File: config.mk
export PLATFORM = sky130hd
export DESIGN_NAME = shift_universal
export DESIGN_NICKNAME = d
export VERILOG_FILES = /design/src/rtl/shift_universal.sv
export SDC_FILE = /design/constraint.sdc
export NUM_CORES = 1
export LEC_CHECK = 0
export CAP_MARGIN = 20
export CORE_MARGIN = 2
export CORE_UTILIZATION = 25
export DETAILED_ROUTE_END_ITERATION = 6
export HOLD_SLACK_MARGIN = 0.05
export PLACE_DENSITY_LB_ADDON = 0.3
export SETUP_SLACK_MARGIN = 0.5
export SYNTH_ARGS = -nofsm -noshare
export SYNTH_HDL_FRONTEND = slang
export SYNTH_SLANG_ARGS = --single-unit
File: constraint.sdc
create_clock -name clk -period 2.25 [get_ports clk]
set_input_delay 0.3375 -clock clk [delete_from_list [all_inputs] [get_ports clk]]
set_output_delay 0.3375 -clock clk [all_outputs]
set_load 0.02 [all_outputs]
File: src/rtl/shift_universal.sv
// -----------------------------------------------------------------------------
// shift_universal
//
// WIDTH-bit universal shift register: hold, logical/arithmetic shift, rotate
// and parallel load, plus a burst engine that performs a programmed number of
// shifts (one per clock) with busy/done status.
//
// Parameters
//   WIDTH  register width in bits (>= 2)
//   CNT_W  width of the burst shift-count input
//
// Ports
//   clk     rising-edge clock
//   reset   synchronous, active-low reset
//   en      single-step enable while idle
//   mode    operation select (see mode_t)
//   sin_r   serial input entering the MSB on right shifts
//   sin_l   serial input entering the LSB on left shifts
//   din     parallel load data
//   start   burst start request (pulse)
//   amount  burst shift count
//   out     register contents (registered)
//   sout_r  out[0], bit leaving on right shifts
//   sout_l  out[WIDTH-1], bit leaving on left shifts
//   busy    high while a burst is in progress (registered)
//   done    one-cycle pulse at burst completion (registered)
//   parity  XOR reduction of out, registered (only with SHIFT_PARITY_EN)
//
// Build option
//   SHIFT_PARITY_EN  when defined, adds the parity output port and its logic.
// -----------------------------------------------------------------------------
module shift_universal #(
  parameter int WIDTH = 8,
  parameter int CNT_W = $clog2(WIDTH + 1)
) (
  input  logic             clk,
  input  logic             reset,
  input  logic             en,
  input  logic [2:0]       mode,
  input  logic             sin_r,
  input  logic             sin_l,
  input  logic [WIDTH-1:0] din,
  input  logic             start,
  input  logic [CNT_W-1:0] amount,
  output logic [WIDTH-1:0] out,
  output logic             sout_r,
  output logic             sout_l,
  output logic             busy,
  output logic             done
`ifdef SHIFT_PARITY_EN
  ,
  output logic             parity
`endif
);

  typedef enum logic [2:0] {
    M_HOLD = 3'b000,
    M_SRL  = 3'b001,
    M_SLL  = 3'b010,
    M_ROR  = 3'b011,
    M_ROL  = 3'b100,
    M_SRA  = 3'b101,
    M_LOAD = 3'b110,
    M_RSVD = 3'b111
  } mode_t;

  typedef enum logic {
    IDLE = 1'b0,
    BUSY = 1'b1
  } state_t;

  state_t           state;
  mode_t            burst_mode;
  logic [CNT_W-1:0] remaining;

  mode_t            live_mode;
  mode_t            step_mode;
  logic             start_burst;
  logic             start_zero;
  logic [WIDTH-1:0] shifted;
  logic [WIDTH-1:0] next_out;

  // One step of the selected operation applied to the current contents.
  function automatic logic [WIDTH-1:0] shift_step(
    input logic [WIDTH-1:0] cur,
    input mode_t            m,
    input logic             sr,
    input logic             sl,
    input logic [WIDTH-1:0] ld
  );
    logic [WIDTH-1:0] res;
    res = cur;
    case (m)
      M_SRL:   res = {sr, cur[WIDTH-1:1]};
      M_SLL:   res = {cur[WIDTH-2:0], sl};
      M_ROR:   res = {cur[0], cur[WIDTH-1:1]};
      M_ROL:   res = {cur[WIDTH-2:0], cur[WIDTH-1]};
      M_SRA:   res = {cur[WIDTH-1], cur[WIDTH-1:1]};
      M_LOAD:  res = ld;
      default: res = cur;
    endcase
    return res;
  endfunction

  assign live_mode = mode_t'(mode);

  // Only the five shift/rotate modes can launch a burst; hold, load and the
  // reserved code leave start ignored so en decides instead.
  always_comb begin
    // NOTE: every always_comb output gets a default first, so no path can
    // leave it unassigned and infer a latch.
    start_burst = 1'b0;
    start_zero  = 1'b0;
    if (state == IDLE && start &&
        (live_mode inside {M_SRL, M_SLL, M_ROR, M_ROL, M_SRA})) begin
      if (amount != '0) start_burst = 1'b1;
      else              start_zero  = 1'b1;
    end
  end

  always_comb begin
    step_mode = (state == BUSY) ? burst_mode : live_mode;
    shifted   = shift_step(out, step_mode, sin_r, sin_l, din);
    next_out  = out;
    if (state == BUSY)
      next_out = shifted;
    else if (!start_burst && !start_zero && en)
      next_out = shifted;
  end

  always_ff @(posedge clk) begin
    // NOTE: sequential state uses non-blocking assignments so every register
    // samples pre-edge values regardless of statement order.
    if (!reset) begin
      state      <= IDLE;
      burst_mode <= M_HOLD;
      remaining  <= '0;
      out        <= '0;
      busy       <= 1'b0;
      done       <= 1'b0;
`ifdef SHIFT_PARITY_EN
      parity     <= 1'b0;
`endif
    end else begin
      out  <= next_out;
      done <= 1'b0;
`ifdef SHIFT_PARITY_EN
      parity <= ^next_out;
`endif
      case (state)
        IDLE: begin
          if (start_burst) begin
            burst_mode <= live_mode;
            remaining  <= amount;
            state      <= BUSY;
            busy       <= 1'b1;
          end else if (start_zero) begin
            done <= 1'b1;
          end
        end
        BUSY: begin
          remaining <= remaining - CNT_W'(1);
          // Last shift: done lines up with the final out value.
          if (remaining == CNT_W'(1)) begin
            state <= IDLE;
            busy  <= 1'b0;
            done  <= 1'b1;
          end
        end
        default: state <= IDLE;
      endcase
    end
  end

  assign sout_r = out[0];
  assign sout_l = out[WIDTH-1];

endmodule

==> Yosys cells after proc, flatten, opt, wreduce, memory -nomap -nowiden <==
Cells that the tools add are included.
{ "op_classes": {"reduce_logical": 11, "n_addsub": 1, "n_eq_ne": 14, "bitwise_logic": 1, "mux": 20} }
{ "ops": {"columns": ["op", "count"], "rows": [
  ["$pmux W8 S6", 1],
  ["$mux W8", 2],
  ["$eq A3 B3 Y1 const B", 5],
  ["$eq A3 B2 Y1 const B", 4],
  ["$mux W1", 11],
  ["$pmux W4 S2", 1],
  ["$eq A3 B1 Y1 const B", 2],
  ["$pmux W1 S2", 3],
  ["$reduce_bool A5 Y1", 1],
  ["$eq A4 B1 Y1 const B", 1],
  ["$logic_and A1 B1 Y1", 4],
  ["$mux W4", 1],
  ["$reduce_and A2 Y1", 2],
  ["$reduce_bool A4 Y1", 1],
  ["$sub A4 B1 Y4 const B", 1],
  ["$mux W3", 1],
  ["$logic_not A1 Y1", 2],
  ["$ne A2 B1 Y1 const B", 1],
  ["$ne A2 B2 Y1 const B", 1],
  ["$reduce_bool A2 Y1", 1],
  ["$not A1 Y1", 1]
]} }
{ "totals": {"regBits": 18, "in_bits": 21, "wordCells": 53, "output_inout_bits": 12} }

==> Depth between registers and ports, before layout <==
{ "depth": {"ltp_word": 9, "mapped_depth": 7, "depth_no_buf": 6} }

==> Least setup slack after synthesis <==
OpenSTA, ideal clock, no wires.
{ "synth_path": {"kind": "register to register", "startpoint": "register state", "endpoint": "register out[2]", "synth_period_minus_slack_ps": 1674, "slack_ps": 576, "arrival_ps": 1555, "required_time_ps": 2131, "setup_time_ps": 119, "path_stages_with_launch": 7, "cell_sequence": "dfxtp_1 > buf_6 > mux2i_2 > xnor2_1 > nor2_2 > a221o_1 > o221a_2"} }
{ "synth_via": {"elab_chain_cells": 8, "word_cells_on_any_way": 20} }
{ "synth_lines": {"columns": ["item", "line", "rtl"], "rows": [
  ["from (decl)", "72", "state_t state;"],
  ["from (signal assigned)", "135", "state <= IDLE;"],
  ["from (signal assigned)", "155", "state <= BUSY;"],
  ["from (signal assigned)", "165", "state <= IDLE;"],
  ["parallel branches: the longest is 8 deep, another holds $pmux W8 S6", null, null],
  ["to (signal assigned)", "145", "out <= next_out;"],
  ["to (decl)", "45", "output logic [WIDTH-1:0] out,"]
]} }
Parallel ways; which one is timed is not known. The select of a mux whose other input is x is not followed.
A chain may end at the register's enable or synchronous reset.

==> Worst setup path in the final report <==
{ "layout_path": {"startpoint": "input port amount[3]", "endpoint": "register done"} }
{ "layout_via": {"elab_chain_cells": 6, "word_cells_on_any_way": 8} }
{ "layout_lines": {"columns": ["item", "line", "rtl"], "rows": [
  ["from (decl)", "44", "input logic [CNT_W-1:0] amount,"],
  ["$reduce_bool A4 Y1 (*)", "116", "if (amount != '0) start_burst = 1'b1;"],
  ["$mux W1", "116", null],
  ["$mux W1", "114", "if (state == IDLE && start &&"],
  ["$mux W1", "157", "end else if (start_zero) begin"],
  ["$mux W1 (*)", "152", "if (start_burst) begin"],
  ["$pmux W1 S2 (*)", "150", "case (state)"],
  ["to (signal assigned)", "146", "done <= 1'b0;"],
  ["to (signal assigned)", "158", "done <= 1'b1;"],
  ["to (signal assigned)", "167", "done <= 1'b1;"],
  ["to (decl)", "49", "output logic done"]
]} }
Mark *: on every way between the ends. The rest lies on a longest branch, timed or not.

==> results.sh <==
export IMPL_status="finished clean"
export IMPL_io_pins=33
export IMPL_timing_max_cap_violations=0
export IMPL_worst_case_reg_to_reg_path_depth=5
export IMPL_die_w_um=71.3
export IMPL_critical_path_startpoint="amount[3]"
export IMPL_hold_violations=0
export IMPL_achievable_frequency_mhz=578
export IMPL_crit_path_start_kind="input port"
export IMPL_cts_inserted_buffers=3
export IMPL_r2r_end="out[2]$_SDFFE_PN0P_"
export IMPL_worst_setup_path_end_kind="flop"
export IMPL_worst_hold_depth=2
export IMPL_dr_total_vias=1105
export IMPL_post_synth_inst_count=127
export IMPL_place_hpwl_um=2250
export IMPL_crit_arrival_ns=1.93
export IMPL_clock_root_buffer="clkbuf_8"
export IMPL_groute_usage_overall=0.120
export IMPL_design_die_area_um2=5090
export IMPL_tritoncts="yes"
export IMPL_floorplan_initialDensity=0.260
export IMPL_most_instantiated_flip_flop_cell_in_the_synthesis_netlist="dfxtp_1"
export IMPL_power_density_nw_per_um2=633
export IMPL_routed_wirelength_um=3050
export IMPL_timing_critical_path_fanout_max=3
export IMPL_setup_viol_count_final=0
export IMPL_number_of_enable_flip_flop_cells_after_synthesis=0
export IMPL_area_sequential_um2=364
export IMPL_timing_hold_ws_ns=0.472
export IMPL_drtIter0Drc=64
export IMPL_syn_nets=150
export IMPL_multi_input_gate_area_um2=743
export IMPL_worst_clock_skew_ns=0.00192
export IMPL_syn_area_per_cell_um2=8.93
export IMPL_drive_above_1_share=0.228
export IMPL_routedWlPerCell_um=13.9
export IMPL_mappedNetlistArea_um2=1130
export IMPL_number_of_fillers_in_the_final_layout=424
export IMPL_max_vdd_ir_drop_mv=0.254
export IMPL_num_rows=24
export IMPL_cp_data_required_time_ns=2.45
export IMPL_synth_seq_cells=18
export IMPL_synthesis_yosys_warnings=0
export IMPL_clock_slew_at_the_register_clock_pins_of_the_worst_setup_and_hold_paths_ns=0.07
export IMPL_synthDistinctLibCells=36
export IMPL_cts_hold_repair_buffers=0
export IMPL_grt_start_max_net_pins=18
export IMPL_worst_skew_pair_latency_ns=0.26
export IMPL_clk_path_buf_depth=2
export IMPL_floorplan_core_area_um2=4350
export IMPL_placedInstanceArea_um2=1520
export IMPL_tightest_slew_ns=0.416
export IMPL_setup_tns_ns=0
export IMPL_finalCritPeriodShare=0.769
export IMPL_antenna_found_initial=0
export IMPL_post_dr_vias_cell=5.05
export IMPL_stdcell_area_um2=1640
export IMPL_layout_area_growth_over_synthesis_pct=45.0
export IMPL_h_tree_depth_reported_by_cts=1
export IMPL_drt_pass1_iter_count=4
export IMPL_ff2ff_setup_slack_ns=0.58
export IMPL_antenna_cells=0
export IMPL_place_port_buffers=32
export IMPL_hp_class="flop to flop"
export IMPL_final_routed_drc_violation_total=0
export IMPL_critical_path_start_end_classification="input port to flop"
export IMPL_wire_length_of_the_first_global_routing_pass_um=4870
export IMPL_drtAntennaViolNets=0
export IMPL_final_global_route_overflow_total=0
export IMPL_leakagePower_nw=0.641
export IMPL_setup_repair_after_global_routing_missed_its_margin="yes"
export IMPL_worst_slew_margin_rel=0.720
export IMPL_num_nets_final=191
export IMPL_proportion_of_register_bits_with_asynchronous_set_or_reset_after_synthesis=0
export IMPL_vias_in_the_first_global_route=1083
export IMPL_place_congestion=0.843
export IMPL_setup_worst_path_end="done$_SDFF_PN0_"
export IMPL_finalMaxSlewViolations=0
export IMPL_die_outline_height_um=71.3
export IMPL_seq_area_frac_synth=0.318
export IMPL_reg2reg_from="state$_SDFF_PN0_"
export IMPL_clock_sinks=18
export IMPL_period_minus_slack_ns=1.73
-- worst min path at each step --
stage                              startpoint                        end  slack, ns
floorplan           remaining[2]$_SDFFE_PN0P_  remaining[2]$_SDFFE_PN0P_       0.48
global placement            busy$_SDFFE_PN0P_          busy$_SDFFE_PN0P_       0.46
detailed placement          busy$_SDFFE_PN0P_          busy$_SDFFE_PN0P_       0.46
CTS                         busy$_SDFFE_PN0P_          busy$_SDFFE_PN0P_       0.48
global route                busy$_SDFFE_PN0P_          busy$_SDFFE_PN0P_       0.51
finish                      busy$_SDFFE_PN0P_          busy$_SDFFE_PN0P_       0.47
-- synthesized netlist by cell type, types with 2 or more instances --
cell | count | area [um2]
nand4_1 | 2 | 12.5
nor2b_1 | 4 | 25.0
nor2_1 | 16 | 60.1
ha_1 | 2 | 25.0
o211ai_1 | 2 | 15.0
buf_6 | 2 | 22.5
a21boi_0 | 7 | 52.6
a31oi_4 | 2 | 42.5
buf_2 | 2 | 10.0
nand3_1 | 5 | 25.0
inv_1 | 4 | 15.0
a221o_1 | 6 | 60.1
o21ai_0 | 2 | 10.0
mux2_2 | 2 | 22.5
dfxtp_1 | 18 | 360
nand2_1 | 11 | 41.3
nand2_2 | 2 | 12.5
a21oi_1 | 3 | 15.0
o221a_2 | 6 | 67.6
nor3_1 | 4 | 20.0
buf_4 | 2 | 15.0
a31o_2 | 2 | 17.5
or4_1 | 2 | 15.0
mux2i_1 | 6 | 60.1
a31oi_1 | 2 | 12.5
-- cell usage in the layout, fill, tap and decap left out, types with 3 or more instances in the layout --
master and count:
mux2i_1 6, a21boi_0 6, a221o_1 6, inv_1 4
dlygate4sd2_1 3, nor2b_1 4, buf_4 11, clkbuf_8 4
nor3_1 4, nand2_1 11, clkdlybuf4s50_1 28, dfxtp_1 17
o221a_2 6, a21oi_1 3, nand3_1 5, a31oi_4 3
nor2_1 16
-- flip-flops by register name, indices dropped and copies added (netlist names) --
register and cells:
busy 1, done 1, out 8, burst_mode 3, state 1, remaining 4
-- power breakdown --
group,total [mW],internal (mW),switching [mW]
sequential,0.396,0.354,0.0417
combinational,0.374,0.192,0.181
clock,0.272,0.156,0.116
-- final cells by class --
cell class	count	share of cell area
Clock buffer	4	0.0335
Inverter	4	0.00913
Multi-Input combinational cell	98	0.452
Sequential cell	18	0.221
Tap cell	52	0.0396
Timing Repair Buffer	43	0.244
-- through the flow --
stage	power (mW)	setup WS, ns	std cells	utilization
6_report	1.04	0.521	219	0.378
3_3_place_gp	0.756	0.126	211	0.349
4_1_cts	1.04	0.510	219	0.372
2_1_floorplan	0.624	0.576	127	-
5_1_grt	1.09	0.470	219	0.378
3_5_place_dp	0.757	0.0887	211	0.349
-- metal layers --
metal	vias up	routed length, um	track usage
met2	18	1520	0.215
met3	4	60	0.0169
li1	554	-	-
met1	529	1410	0.141
met4	0	57	0.0566
met5	-	0	0
-- worst max-delay path, stage by stage --
cell,delay [ns]
clkdlybuf4s50_1,0.43
or4_4,0.58
or4_4,0.44
a21boi_2,0.14
-- repair_timing --
item                       in CTS  in global routing
pin swaps                       4                  1
gates resized for setup         8                  6
setup endpoints to repair      13                 11
setup buffers                   4                  0
-- cell families (layout without fill, tap and decap cells) --
group | Yosys count | after routing | share of synthesized area
AND/OR/NAND/NOR | 49 | 49 | 0.209
AO/OA/AOI/OAI | 35 | 35 | 0.279
flip-flops | 18 | 18 | 0.318
buffers and inverters | 11 | 51 | 0.0585
multiplexers | 10 | 10 | 0.0982
adder cells (fa/ha/maj) | 2 | 2 | 0.0221
XOR/XNOR | 2 | 2 | 0.0155
No activity file was read; power rests on OpenSTA's default activity.
